===== src/rtl/inta_sequencer.sv =====
// Interrupt-acknowledge sequencer: generates 8086 (two) or MCS-80 (three) INTA pulses and captures the vector.
// Optional opcode checking of the MCS-80 first byte is compiled in with `define INTA_OPCODE_CHECK_EN.
module inta_sequencer #(
    parameter int unsigned INTA_LOW_CYCLES = 2,
    parameter int unsigned INTA_GAP_CYCLES = 2
) (
    input  logic        clock,
    input  logic        reset_n,
    input  logic        interrupt_request,
    input  logic        interrupt_enable,
    input  logic        u8086_or_mcs80_config,
    input  logic [7:0]  data_bus_in,
    input  logic        vector_ready,
    output logic        interrupt_acknowledge_n,
    output logic        busy,
    output logic        vector_valid,
    output logic [15:0] vector_data,
    output logic        opcode_error
);

    localparam logic [3:0] LOW_LAST = 4'(INTA_LOW_CYCLES - 1);
    localparam logic [3:0] GAP_LAST = 4'(INTA_GAP_CYCLES - 1);

    typedef enum logic [1:0] {
        IDLE,
        PULSE_LOW,
        PULSE_GAP,
        HOLD
    } state_t;

    state_t      state_q, state_d;
    logic [1:0]  idx_q, idx_d;
    logic [3:0]  cnt_q, cnt_d;
    logic        mode_q, mode_d;      // 1 = 8086, latched at sequence start
    logic [7:0]  low_q, low_d;        // MCS-80 low byte staged until the final capture
    logic [15:0] data_q, data_d;
    logic        last_pulse;

`ifdef INTA_OPCODE_CHECK_EN
    logic        bad_q, bad_d;
    logic        err_q, err_d;
`endif

    assign last_pulse = mode_q ? (idx_q == 2'd1) : (idx_q == 2'd2);

    always_comb begin
        state_d = state_q;
        idx_d   = idx_q;
        cnt_d   = cnt_q;
        mode_d  = mode_q;
        low_d   = low_q;
        data_d  = data_q;
`ifdef INTA_OPCODE_CHECK_EN
        bad_d   = bad_q;
        err_d   = err_q;
`endif
        case (state_q)
            IDLE: begin
                if (interrupt_request && interrupt_enable) begin
                    state_d = PULSE_LOW;
                    idx_d   = 2'd0;
                    cnt_d   = 4'd0;
                    mode_d  = u8086_or_mcs80_config;
`ifdef INTA_OPCODE_CHECK_EN
                    bad_d   = 1'b0;
`endif
                end
            end
            PULSE_LOW: begin
                if (cnt_q == LOW_LAST) begin
                    cnt_d = 4'd0;
                    if (last_pulse) begin
                        state_d = HOLD;
                        data_d  = mode_q ? {8'h00, data_bus_in} : {data_bus_in, low_q};
`ifdef INTA_OPCODE_CHECK_EN
                        err_d   = bad_q;
`endif
                    end else begin
                        state_d = PULSE_GAP;
                        if (!mode_q && idx_q == 2'd1)
                            low_d = data_bus_in;
`ifdef INTA_OPCODE_CHECK_EN
                        if (!mode_q && idx_q == 2'd0)
                            bad_d = (data_bus_in != 8'hCD);
`endif
                    end
                end else begin
                    cnt_d = cnt_q + 4'd1;
                end
            end
            PULSE_GAP: begin
                if (cnt_q == GAP_LAST) begin
                    cnt_d   = 4'd0;
                    idx_d   = idx_q + 2'd1;
                    state_d = PULSE_LOW;
                end else begin
                    cnt_d = cnt_q + 4'd1;
                end
            end
            HOLD: begin
                // Returning to IDLE guarantees one idle edge before the next start.
                if (vector_ready) begin
                    state_d = IDLE;
`ifdef INTA_OPCODE_CHECK_EN
                    err_d   = 1'b0;
`endif
                end
            end
            default: state_d = IDLE;
        endcase
    end

    always_ff @(posedge clock or negedge reset_n) begin
        if (!reset_n) begin
            state_q <= IDLE;
            idx_q   <= 2'd0;
            cnt_q   <= 4'd0;
            mode_q  <= 1'b0;
            low_q   <= 8'h00;
            data_q  <= 16'h0000;
`ifdef INTA_OPCODE_CHECK_EN
            bad_q   <= 1'b0;
            err_q   <= 1'b0;
`endif
        end else begin
            state_q <= state_d;
            idx_q   <= idx_d;
            cnt_q   <= cnt_d;
            mode_q  <= mode_d;
            low_q   <= low_d;
            data_q  <= data_d;
`ifdef INTA_OPCODE_CHECK_EN
            bad_q   <= bad_d;
            err_q   <= err_d;
`endif
        end
    end

    // Outputs decode straight from state so reset releases INTA without waiting for an edge.
    assign interrupt_acknowledge_n = (state_q != PULSE_LOW);
    assign busy                    = (state_q != IDLE);
    assign vector_valid            = (state_q == HOLD);
    assign vector_data             = data_q;
`ifdef INTA_OPCODE_CHECK_EN
    assign opcode_error            = err_q;
`else
    assign opcode_error            = 1'b0;
`endif

endmodule


===== config.mk =====
export PLATFORM = sky130hd
export DESIGN_NAME = inta_sequencer
export DESIGN_NICKNAME = d
export VERILOG_FILES = /design/src/rtl/inta_sequencer.sv
export SDC_FILE = /design/constraint.sdc
export NUM_CORES = 1
export LEC_CHECK = 0
export CAP_MARGIN = 20
export CELL_PAD_IN_SITES_DETAIL_PLACEMENT = 0
export CELL_PAD_IN_SITES_GLOBAL_PLACEMENT = 2
export CORE_ASPECT_RATIO = 2
export CORE_MARGIN = 1.5
export CORE_UTILIZATION = 34
export DETAILED_ROUTE_END_ITERATION = 10
export HOLD_SLACK_MARGIN = 0.03
export PLACE_DENSITY = 0.86
export SYNTH_ARGS = -nofsm -noshare
export SYNTH_HDL_FRONTEND = slang
export SYNTH_SLANG_ARGS = --single-unit

===== constraint.sdc =====
create_clock -name clock -period 2.4 [get_ports clock]
set_clock_uncertainty 0.2 [all_clocks]
set_input_delay 0.48 -clock clock [delete_from_list [all_inputs] [get_ports clock]]
set_output_delay 0.48 -clock clock [all_outputs]
set_load 0.02 [all_outputs]

==> flow_summary.toml <==
[synth]
synth_edf_count = 0
syn-mean-instance-area_um2 = 13.0
synthTopCellsByArea = "dfrtp_1 47%, mux2_2 15%, mux2_4 9.4%, ha_1 6.4%, nor2b_1 2.9%"
syn-num-nets = 158
syn_area_um2 = 1750
netlist_instances = 135
synth_seq_area_share_pct = 47.1
ys_ff_latch = 33
synthFlopType = "dfrtp_1"
yosysTopAreaCellShare_pct = 47.1
synthDistinctLibCells = 32
yosys_warnings = 0
synthArstFlopShare_pct = 100
synth_area_leader_cell = "dfrtp_1"

[layout]
final_common_cell = "dfrtp_1"
final_cell_mix = "33 x dfrtp_1, 31 x clkdlybuf4s50_1, 24 x mux2_2"
n_antenna_cell = 0
drive_above_1_share_pct = 29.3
synthToLayoutAreaGrowth_pct = 26.5
fin_nets = 196
fin_area_um2 = 2220

[clock_network]
numCtsBuffers = 5
clk_latency_ns = 0.28
postCtsSetupBuffers = 0
cts_tree = "built"
clock_sinks = 33
cts_buffer_depth = 2
root_buffer = "clkbuf_8"
ctsHtreeMaxLevel = 2
clk_pin_slew_worst_paths_ns = 0.07

[power]
power.density_nw_per_um2 = 1330
fin_total_pwr_mw = 2.95
p_leak_nw = 0.979
ir_worst_vdd_mv = 0.771

[sta]
grt_setup_unrepaired = "false"
finalCritPeriodShare_pct = 96.4
setup_viol = 0
min_period_ns = 2.31
hold_slack_ns = 0.302
hold_viol = 0
fmax_mhz = 432
drv_slew = 0
tns_ns = 0

[route]
drt-total-wl_um = 3550
wl_per_cell_um = 15.4
drc = 0
drt-vias-per-instance = 5.05
drtAntennaViolNets = 0
vias = 1167
dr.pass1.iters = 3
drt_iter0_markers = 10

[die]
io_pins = 34
coreArea_um2 = 4910
fp.dieW_um = 53.8
fp.dieH_um = 105
start_util_pct = 35.7
dieArea_um2 = 5630
rows = 36

[worst_setup_path]
critical_path.max_fanout = 4
cp.arrival_ns = 1.63
end_kind = "primary output"
path_class = "reg2out"
start_kind = "flip-flop"
crit_required_ns = 1.72

[placed_design]
hpwl_um = 2660
place_area_um2 = 2140
place.gp.congestion = 0.736
port_buffers = 32

[job]
cap_violations = 0

[grt]
grt_pass1_wl_um = 5950
grt_max_degree = 34
antenna_found_initial = 0
gr-total-overflow = 0
first_global_vias = 1255
grtUsageTotal_pct = 14.2

[hold_path]
min_path_type = "reg2reg"

[status]
status = "completed"
## critical path, cell delays in order (launching register included)
cell	delay, ns
dfrtp_1	0.40
inv_1	0.10
ha_1	0.21
inv_1	0.05
clkdlybuf4s50_1	0.59
## kinds of logic after synthesis
logic type	synth area share [%]
flip-flops	47.1
other	0.214
buffers and inverters	3.92
AND/OR/NAND/NOR	11.8
AO/OA/AOI/OAI	5.14
adder cells (fa/ha/maj)	6.42
multiplexers	25.4
## layout make-up
type / instances / area (µm²)
tap: 57 / 71.3
fill: 467 / 2690
timing repair buffer: 36 / 349
inverter: 8 / 30.0
clock buffer: 6 / 72.6
sequential: 33 / 826
clock inverter: 2 / 10.0
multi-input combinational: 89 / 860
## where the power goes
group          internal, mW  switching (mW)
Combinational         0.831           0.714
Clock                 0.201           0.197
Sequential            0.828           0.182
## path summary, 6_finish.rpt
path	from	to	slack, ns	cells after the start
min reg2reg	low_q[1]$_DFFE_PN0P_	low_q[1]$_DFFE_PN0P_	0.30	1
min in group asynchronous	reset_n	vector_data[7]$_DFFE_PN0P_	0.41	2
max reg2reg	cnt_q[1]$_DFFE_PN0P_	vector_data[1]$_DFFE_PN0P_	0.42	5
max in group asynchronous	reset_n	low_q[3]$_DFFE_PN0P_	1.28	2
max	state_q[1]$_DFFE_PN0P_	interrupt_acknowledge_n	0.09	4
min	low_q[1]$_DFFE_PN0P_	low_q[1]$_DFFE_PN0P_	0.30	1
## repair_timing
item                                    4_1_cts  5_1_grt
endpoints found under the setup margin        1        0
gates resized for setup                       1        0
hold buffers                                  0        0
## registers in the layout (all words and copies together) (netlist names)
name,flops
idx_q,2
cnt_q,4
mode_q,1
vector_data,16
low_q,8
state_q,2
## per-stage QoR
step	util, %	setup WS, ns	std cells
2_1_floorplan	-	0.572	135
3_3_place_gp	43.5	0.300	223
3_5_place_dp	43.5	0.262	223
4_1_cts	45.2	0.0667	231
5_1_grt	45.2	0.00720	231
6_report	45.2	0.0862	231
## routing by layer
layer  routed length [µm]  track usage, %  up-vias
li1                     -               -      546
met1                 1300            15.2      587
met2                 2070            25.9       28
met3                  124            3.00        6
met4                   53            4.40        0
met5                    0               0        -
## cell usage after synthesis (all sizes together), types with 2 or more instances
cell type   n
mux2       35
clkbuf      2
nor2        5
nor4b       2
nor2b       8
buf         3
dfrtp      33
inv         8
ha          9
nand4       2
nand3       7
o21ai       6
No activity file was read; power rests on OpenSTA's default activity.
